## src/rtl/ap3216c_pkg.sv

```systemverilog
// AP3216C register map, configuration bytes and sequencer state encoding.
package ap3216c_pkg;

    localparam logic [7:0] SYS_CFG = 8'h00;
    localparam logic [7:0] ALS_L   = 8'h0C;
    localparam logic [7:0] ALS_H   = 8'h0D;
    localparam logic [7:0] PS_L    = 8'h0E;
    localparam logic [7:0] PS_H    = 8'h0F;

    localparam logic [7:0] CFG_SWRST     = 8'h04;
    localparam logic [7:0] CFG_ALS_PS_IR = 8'h03;

    typedef logic [2:0] state_t;

    localparam state_t ST_IDLE      = 3'd0;
    localparam state_t ST_WR_RST    = 3'd1;
    localparam state_t ST_WAIT_RST  = 3'd2;
    localparam state_t ST_WR_MODE   = 3'd3;
    localparam state_t ST_WAIT_CONV = 3'd4;
    localparam state_t ST_RD        = 3'd5;
    localparam state_t ST_UPDATE    = 3'd6;

    // Result registers are contiguous, so the burst index maps straight onto them.
    function automatic logic [7:0] rd_addr(input logic [1:0] idx);
        return ALS_L + 8'(idx);
    endfunction

endpackage

```

## src/rtl/ap3216c_reader.sv

```systemverilog
// Register-level sequencer for the AP3216C: configures the sensor, then loops
// reading the ALS/PS result registers and publishes them with a valid strobe.
module ap3216c_reader
    import ap3216c_pkg::*;
#(
    parameter int unsigned T_RST_CYC  = 10_000,
    parameter int unsigned T_CONV_CYC = 150_000
) (
    input  logic        clk,
    input  logic        rst,
    output logic        i2c_exec,
    output logic        i2c_rh_wl,
    output logic [7:0]  i2c_addr,
    output logic [7:0]  i2c_data_w,
    input  logic        i2c_done,
    input  logic        i2c_ack,
    input  logic [7:0]  i2c_data_r,
    output logic [15:0] als_data,
    output logic [9:0]  ps_data,
    output logic        ps_ovf,
    output logic        data_valid,
    output logic        i2c_err
);

    localparam int unsigned T_MAX = (T_RST_CYC > T_CONV_CYC) ? T_RST_CYC : T_CONV_CYC;
    localparam int unsigned CNT_W = $clog2(T_MAX + 1);

    localparam logic [CNT_W-1:0] RST_LAST  = CNT_W'(T_RST_CYC - 1);
    localparam logic [CNT_W-1:0] CONV_LAST = CNT_W'(T_CONV_CYC - 1);

    state_t           state, state_nxt;
    logic [CNT_W-1:0] cnt, cnt_nxt;
    logic [1:0]       idx, idx_nxt;
    logic             pending, pending_nxt;
    logic [7:0]       hold_als_l, hold_als_l_nxt;
    logic [7:0]       hold_als_h, hold_als_h_nxt;
    logic [3:0]       hold_ps_l, hold_ps_l_nxt;
    logic             hold_ovf_l, hold_ovf_l_nxt;

    logic             exec_nxt, rh_wl_nxt, ovf_nxt, valid_nxt, err_nxt;
    logic [7:0]       addr_nxt, data_w_nxt;
    logic [15:0]      als_nxt;
    logic [9:0]       ps_nxt;
    logic             xfer_done;

    // A done pulse only counts while our own transaction is in flight.
    assign xfer_done = pending & i2c_done;

    always_ff @(posedge clk) begin
        if (rst) begin
            state      <= ST_IDLE;
            cnt        <= '0;
            idx        <= '0;
            pending    <= 1'b0;
            hold_als_l <= '0;
            hold_als_h <= '0;
            hold_ps_l  <= '0;
            hold_ovf_l <= 1'b0;
            i2c_exec   <= 1'b0;
            i2c_rh_wl  <= 1'b0;
            i2c_addr   <= '0;
            i2c_data_w <= '0;
            als_data   <= '0;
            ps_data    <= '0;
            ps_ovf     <= 1'b0;
            data_valid <= 1'b0;
            i2c_err    <= 1'b0;
        end else begin
            state      <= state_nxt;
            cnt        <= cnt_nxt;
            idx        <= idx_nxt;
            pending    <= pending_nxt;
            hold_als_l <= hold_als_l_nxt;
            hold_als_h <= hold_als_h_nxt;
            hold_ps_l  <= hold_ps_l_nxt;
            hold_ovf_l <= hold_ovf_l_nxt;
            i2c_exec   <= exec_nxt;
            i2c_rh_wl  <= rh_wl_nxt;
            i2c_addr   <= addr_nxt;
            i2c_data_w <= data_w_nxt;
            als_data   <= als_nxt;
            ps_data    <= ps_nxt;
            ps_ovf     <= ovf_nxt;
            data_valid <= valid_nxt;
            i2c_err    <= err_nxt;
        end
    end

    always_comb begin
        state_nxt      = state;
        cnt_nxt        = cnt;
        idx_nxt        = idx;
        pending_nxt    = pending;
        hold_als_l_nxt = hold_als_l;
        hold_als_h_nxt = hold_als_h;
        hold_ps_l_nxt  = hold_ps_l;
        hold_ovf_l_nxt = hold_ovf_l;
        exec_nxt       = 1'b0;
        rh_wl_nxt      = i2c_rh_wl;
        addr_nxt       = i2c_addr;
        data_w_nxt     = i2c_data_w;
        als_nxt        = als_data;
        ps_nxt         = ps_data;
        ovf_nxt        = ps_ovf;
        valid_nxt      = 1'b0;
        err_nxt        = i2c_err;

        if (xfer_done && i2c_ack) begin
            // NACK anywhere: drop the partial burst and re-initialise the sensor.
            pending_nxt    = 1'b0;
            err_nxt        = 1'b1;
            hold_als_l_nxt = '0;
            hold_als_h_nxt = '0;
            hold_ps_l_nxt  = '0;
            hold_ovf_l_nxt = 1'b0;
            idx_nxt        = '0;
            cnt_nxt        = '0;
            state_nxt      = ST_WAIT_RST;
        end else begin
            case (state)
                ST_IDLE: begin
                    exec_nxt    = 1'b1;
                    pending_nxt = 1'b1;
                    rh_wl_nxt   = 1'b0;
                    addr_nxt    = SYS_CFG;
                    data_w_nxt  = CFG_SWRST;
                    state_nxt   = ST_WR_RST;
                end
                ST_WR_RST: begin
                    if (xfer_done) begin
                        pending_nxt = 1'b0;
                        cnt_nxt     = '0;
                        state_nxt   = ST_WAIT_RST;
                    end
                end
                ST_WAIT_RST: begin
                    if (cnt == RST_LAST) begin
                        cnt_nxt     = '0;
                        exec_nxt    = 1'b1;
                        pending_nxt = 1'b1;
                        rh_wl_nxt   = 1'b0;
                        addr_nxt    = SYS_CFG;
                        data_w_nxt  = CFG_ALS_PS_IR;
                        state_nxt   = ST_WR_MODE;
                    end else begin
                        cnt_nxt = cnt + CNT_W'(1);
                    end
                end
                ST_WR_MODE: begin
                    if (xfer_done) begin
                        pending_nxt = 1'b0;
                        cnt_nxt     = '0;
                        state_nxt   = ST_WAIT_CONV;
                    end
                end
                ST_WAIT_CONV: begin
                    if (cnt == CONV_LAST) begin
                        cnt_nxt     = '0;
                        idx_nxt     = '0;
                        exec_nxt    = 1'b1;
                        pending_nxt = 1'b1;
                        rh_wl_nxt   = 1'b1;
                        addr_nxt    = rd_addr(2'd0);
                        data_w_nxt  = '0;
                        state_nxt   = ST_RD;
                    end else begin
                        cnt_nxt = cnt + CNT_W'(1);
                    end
                end
                ST_RD: begin
                    if (xfer_done) begin
                        pending_nxt = 1'b0;
                        case (idx)
                            2'd0: hold_als_l_nxt = i2c_data_r;
                            2'd1: hold_als_h_nxt = i2c_data_r;
                            2'd2: begin
                                hold_ps_l_nxt  = i2c_data_r[3:0];
                                hold_ovf_l_nxt = i2c_data_r[6];
                            end
                            default: begin
                                // Last byte is used straight off the bus so results land one cycle after done.
                                als_nxt   = {hold_als_h, hold_als_l};
                                ps_nxt    = {i2c_data_r[5:0], hold_ps_l};
                                ovf_nxt   = hold_ovf_l | i2c_data_r[6];
                                valid_nxt = 1'b1;
                                err_nxt   = 1'b0;
                                state_nxt = ST_UPDATE;
                            end
                        endcase
                        if (idx != 2'd3) begin
                            idx_nxt     = idx + 2'd1;
                            exec_nxt    = 1'b1;
                            pending_nxt = 1'b1;
                            addr_nxt    = rd_addr(idx + 2'd1);
                        end
                    end
                end
                ST_UPDATE: begin
                    cnt_nxt   = '0;
                    idx_nxt   = '0;
                    state_nxt = ST_WAIT_CONV;
                end
                default: state_nxt = ST_IDLE;
            endcase
        end
    end

endmodule

```

## config.mk

```make
export PLATFORM = sky130hd
export DESIGN_NAME = ap3216c_reader
export DESIGN_NICKNAME = d
export VERILOG_FILES = /design/src/rtl/ap3216c_pkg.sv /design/src/rtl/ap3216c_reader.sv
export SDC_FILE = /design/constraint.sdc
export NUM_CORES = 1
export LEC_CHECK = 0
export CAP_MARGIN = 20
export CORE_ASPECT_RATIO = 0.7
export CORE_MARGIN = 1.5
export CORE_UTILIZATION = 41
export CTS_BUF_LIST = sky130_fd_sc_hd__clkbuf_4 sky130_fd_sc_hd__clkbuf_8 sky130_fd_sc_hd__clkbuf_16
export CTS_CLUSTER_SIZE = 25
export DETAILED_ROUTE_END_ITERATION = 7
export SETUP_SLACK_MARGIN = 0.1
export SYNTH_ARGS = -nofsm -noshare
export SYNTH_HDL_FRONTEND = slang
export SYNTH_SLANG_ARGS = --single-unit
```

## constraint.sdc

```tcl
create_clock -name clk -period 2.6 [get_ports clk]
set_input_delay 0.39 -clock clk [delete_from_list [all_inputs] [get_ports clk]]
set_output_delay 0.39 -clock clk [all_outputs]
set_load 0.01 [all_outputs]
```

==> impl_metrics.tcl, run 1 <==
set metrics [dict create \
    crit_path_end_kind "flop" \
    seq_area_frac_synth_pct 48.6 \
    cts_tree "done" \
    yosysTopAreaCell "dfxtp_1" \
    yosys.area.top_type_share_pct 48.6 \
    drt_iter0_markers 160 \
    required_ns 2.82 \
    status "completed" \
    path_clk_slew_ns 0.06 \
    setup_viol 0 \
    critPathLaunchType "flop" \
    slowest_stage "o311a_4" \
    drt_pass1_iterations 4 \
    dp_slack_ns 0.323 \
    antenna_cells 0 \
    initial_utilization_pct 42.4 \
    gp_congestion 0.817 \
    path_cells "ha_1 > nand3_1 > nand2b_1 > o311a_4 > nor3_1 > mux2_2" \
    die_w_microns 111 \
    rsz0062_at_grt "no" \
    finalMaxSlewViolations 0 \
    max_slew_margin_pct 59.4 \
    grt_max_degree 29 \
    maxCapViolations 0 \
    gr-usage-all-layers_pct 18.2 \
    post_drt_wl_per_cell_microns 14.5 \
    synth_edf_count 0 \
    synth-async-reset-ratio_pct 0 \
    cp_num_buf_inv 0 \
    postCtsSetupRepairBufs 0 \
    vias 2690 \
    portBuffers 49 \
    syn_area_sq_um 3340 \
    via_per_inst 5.23 \
    postPlaceCellArea_sq_um 3890 \
    synthTopCellsByCount "dfxtp_1 (81), nand2_1 (40), a21oi_1 (31)" \
    h-tree-depth 3 \
    yosys_warnings 0 \
    syn_avg_cell_area_sq_um 9.20 \
    drive_above_1_share_pct 8.72 \
    grt_overflow 0 \
    power_density_nw_per_um2 660 \
    die_y_microns 78.5 \
    slowest_delay_ns 0.43 \
    p_leak_uw 0.00151 \
    cts_root_buffer "clkbuf_16" \
    cts_buffer_depth 2 \
    clk_latency_ns 0.33 \
    grt_pass1_vias 2604 \
    grt_pass1_wl_microns 12800 \
    coreArea_sq_um 7870 \
    hold_buffers 0 \
    worst_ep_arrival_time_ns 2.40 \
    min_period_ns 2.18 \
    stdcell_area_sq_um 4200 \
    cp_max_fo 6 \
    finalSetupTns_ns 0 \
    critical_path.top_delay_family "simple AND/OR/NAND/NOR gates" \
    drc 0 \
    ys_top_cells_by_area "dfxtp_1 (49%), a22o_1 (6.8%), a21oi_1 (4.6%), nand2_1 (4.5%), nand3_1 (4.3%)" \
    synthMostInstantiatedCell "dfxtp_1" \
    antenna_left 0 \
    clock_sinks 81 \
    io_pins 59 \
    peakVddDrop_uv 408 \
    worst_pin_slew_ns 0.604 \
    layout_setup_ws_ns 0.420 \
    final_hold_viol_count 0 \
    final_util_pct 53.4 \
    cts_buffers 9 \
    synth_top_flop_cell "dfxtp_1" \
    dieArea_sq_um 8700 \
    hp-class "reg -> reg" \
    fin_crit_sh_pct 83.8 \
    synthCells 363 \
    fp-row-count 27 \
    ys_types 52 \
    fmax_mhz 459 \
    wl_microns 7450 \
    final_nets 426 \
    clock_skew_ns 0.00599 \
    cts-resized-gates 0 \
    syn_to_final_growth_pct 25.9 \
    ys_seq_elements 81 \
    dp_hpwl_microns 5280 \
    grt_antenna_before_repair 0 \
    setup.worst_path.class "reg -> reg" \
]
-- kinds of logic (layout without fill, tap and decap cells) --
| group | Yosys count | count (layout) | share of synthesized area, % |
|---|---|---|---|
| xor gates and xnor gates | 19 | 19 | 4.98 |
| muxes | 2 | 2 | 0.637 |
| AOI/OAI and AO/OA | 83 | 83 | 17.8 |
| adders and majority gates | 5 | 5 | 1.87 |
| DFF | 81 | 81 | 48.6 |
| and+or+nand+nor | 134 | 134 | 20.2 |
| buffers and inverters | 38 | 80 | 5.84 |
| other | 1 | 9 | 0.112 |
-- path summary, 6_finish.rpt --
check        slack, ns           to    from  cells past startpoint
max reg2reg       0.42  i2c_addr[0]  cnt[0]                      6
min               0.44       ps_ovf  ps_ovf                      2
max               0.42  i2c_addr[0]  cnt[0]                      6
min reg2reg       0.44       ps_ovf  ps_ovf                      2
-- report_power, final --
group | internal (uW) | switching [uW]
Sequential | 1260 | 24.1
Combinational | 80.6 | 97.7
Clock | 831 | 479
Total | 2170 | 601
-- flip-flops by register name, summed over array words and instances (netlist names), 3 cells and up --
name,count
hold_als_l,8
hold_ps_l,4
i2c_addr,3
state,3
als_data,16
cnt,18
hold_als_h,8
ps_data,10
-- routing by layer --
| metal | track usage (%) | vias to the layer above | wire [microns] |
|---|---|---|---|
| met4 | 3.59 | 0 | 51 |
| met2 | 25.2 | 79 | 2940 |
| li1 | - | 1362 | - |
| met1 | 26.7 | 1243 | 4030 |
| met5 | 0 | - | 0 |
| met3 | 7.03 | 6 | 428 |
-- final cells by class --
type	count	area, sq um
Clock buffer	9	225
Clock inverter	6	83.8
Fill cell	736	3670
Inverter	8	30.0
Multi-Input combinational cell	252	1550
Sequential cell	81	1620
Tap cell	101	126
Timing Repair Buffer	57	563
-- metrics by stage --
| step | std cells | total power (uW) | hold WS [ns] |
|---|---|---|---|
| floorplan | 371 | 1430 | 0.433 |
| finish | 514 | 2770 | 0.441 |
| CTS | 514 | 2810 | 0.445 |
| global route | 514 | 2890 | 0.463 |
| global placement | 499 | 1490 | 0.434 |
| detailed placement | 499 | 1490 | 0.436 |
-- tightest hold or removal path, delay by kind of cell (launching register included) --
family	cells	cell delay [ns]
flip-flops	1	0.30
AND/OR/NAND/NOR	2	0.09
-- cell usage in the layout, fill, tap and decap left out, types with 4 or more instances in the layout --
master,n
nand2b_1,4
inv_1,8
buf_4,7
clkdlybuf4s50_1,49
a21oi_1,31
clkbuf_16,9
nor3_1,7
dfxtp_1,81
nand3_1,29
nand4_1,7
nor2_1,27
nand2_1,40
xor2_1,10
a22o_1,26
o21ai_0,6
xnor2_1,9
ha_1,5
conb_1,9
No activity file was read; power rests on OpenSTA's default activity.
==> run 2: changes to the inputs <==
- PLACE_DENSITY: unset -> 0.67
- clock period: 2.6 -> 1.8 ns (I/O delays scaled with it)
==> run 2 against run 1 <==
The flow now finishes with violations (negative setup slack). Clock power up 44%. Combinational power up 120%. Sequential share of layout area down 4.4 points. Worst setup slack worse by 0.54 ns. Critical endpoint is now cnt[11].
==> impl_metrics.tcl, run 2 (synthesis results as in run 1) <==
set metrics [dict create \
    portBuffers 49 \
    drc 0 \
    critPathLaunchType "flop" \
    dp.cells 541 \
    layout_setup_ws_ns -0.123 \
    clock_skew_ns 0.00826 \
    grt_max_degree 29 \
    grt_pass1_vias 2852 \
    cp_max_fo 7 \
    fin_crit_sh_pct 107 \
    path_clk_slew_ns 0.06 \
    peakVddDrop_uv 588 \
    violations "negative setup slack" \
    via_per_inst 5.32 \
    cts_buffers 9 \
    grt_antenna_before_repair 0 \
    antenna_left 0 \
    top_register "cnt" \
    cts_tree "done" \
    post_drt_wl_per_cell_microns 15.0 \
    final_util_pct 60.8 \
    crit_path_end_kind "flop" \
    largest_register_ffs 18 \
    die_y_microns 78.5 \
    cts_buffer_depth 2 \
    drt_iter0_markers 158 \
    dp_hpwl_microns 5910 \
    drt_pass1_iterations 5 \
    maxCapViolations 0 \
    path_common_cell "buf_4" \
    hp-start "ps_ovf" \
    stdcell_count 562 \
    min_period_ns 1.92 \
    path_cells "buf_4 > nor4b_4 > nand4_1 > buf_4 > o211ai_1 > a31o_2 > buf_6 > buf_16 > nor2_1" \
    clock_sinks 81 \
    gr-usage-all-layers_pct 20.4 \
    finalMaxSlewViolations 0 \
    wl_microns 8430 \
    gp_congestion 0.851 \
    worst_ep_arrival_time_ns 2.16 \
    stdcell_area_sq_um 4790 \
    slowest_delay_ns 0.37 \
    h-tree-depth 3 \
    vias 2989 \
    startpoint "cnt[11]" \
    drive_above_1_share_pct 23.9 \
    postPlaceCellArea_sq_um 4260 \
    hp-class "reg -> reg" \
    slowest_stage "dfxtp_2" \
    final_hold_viol_count 0 \
    coreArea_sq_um 7870 \
    die_w_microns 111 \
    p_leak_uw 0.00180 \
    status "complete, but fails checks" \
    required_ns 2.04 \
    grt_pass1_wl_microns 14100 \
    final_nets 473 \
    initial_utilization_pct 42.4 \
    antenna_cells 0 \
    fmax_mhz 520 \
    whs_ns 0.443 \
    syn_to_final_growth_pct 43.4 \
    reg.largest.list "cnt x18, als_data x16, ps_data x10" \
    cts_root_buffer "clkbuf_16" \
    power_density_nw_per_um2 860 \
    rsz0062_at_grt "yes" \
    setup.worst_path.class "reg -> reg" \
    dieArea_sq_um 8700 \
    grt_overflow 0 \
    clk_latency_ns 0.34 \
    rr_startpoint "cnt[11]" \
    io_pins 59 \
    mostFrequentLayoutCells "dfxtp_1 (71), clkdlybuf4s50_1 (49), buf_4 (45)" \
    fp-row-count 27 \
    setup_viol 22 \
    final_common_cell "dfxtp_1" \
]
-- run 2: repair_timing --
| action | CTS | global route |
|---|---|---|
| setup buffers | 6 | 1 |
| endpoints found under the setup margin | 61 | 77 |
| cloned | 1 | 0 |
| hold endpoints to repair | 0 | 0 |
| hold buffers | 0 | 0 |
| pin swaps | 16 | 9 |
| gates resized for setup | 19 | 20 |
-- run 2: worst paths after layout --
| path | endpoint | slack [ns] | cells after the start |
|---|---|---|---|
| worst max register to register | cnt[11] | -0.12 | 9 |
| worst min register to register | ps_ovf | 0.44 | 2 |
| worst max-delay path | cnt[11] | -0.12 | 9 |
| worst min-delay path | ps_ovf | 0.44 | 2 |
-- run 2: metal layers --
layer,track usage (%),up-vias,routed length [microns]
met2,30.7,94,3720
met4,5.77,0,112
met3,6.95,11,501
met1,27.9,1420,4090
li1,-,1464,-
met5,0,-,0
-- run 2: final cells by class --
cell class,instances,area (sq um)
Fill cell,668,3080
Sequential cell,81,1640
Clock buffer,10,239
Clock inverter,6,72.6
Multi-Input combinational cell,252,1700
Timing Repair Buffer,104,983
Inverter,8,30.0
Tap cell,101,126
-- run 2: where the power goes --
group / switching, uW / total, uW / internal (uW) / leakage [uW]
Clock: 757 / 1880 / 1130 / 0.000150
Combinational: 186 / 387 / 201 / 0.000989
Sequential: 31.8 / 1850 / 1820 / 0.000660
-- run 2: per-stage QoR --
step	TNS [ns]	worst slack, ns	total power (uW)
global route	-4.43	-0.213	4270
finish	-2.21	-0.123	4120
detailed placement	-5.19	-0.183	2210
floorplan	0	0.0202	2070
global placement	-3.48	-0.195	2200
CTS	-0.329	-0.0714	4140
-- run 2: critical path: cells and delay by family (launching register included) --
kind                   cells  cell delay (ns)
buffers and inverters      4             0.54
AOI/OAI and AO/OA          2             0.51
and+or+nand+nor            3             0.40
DFF                        1             0.37
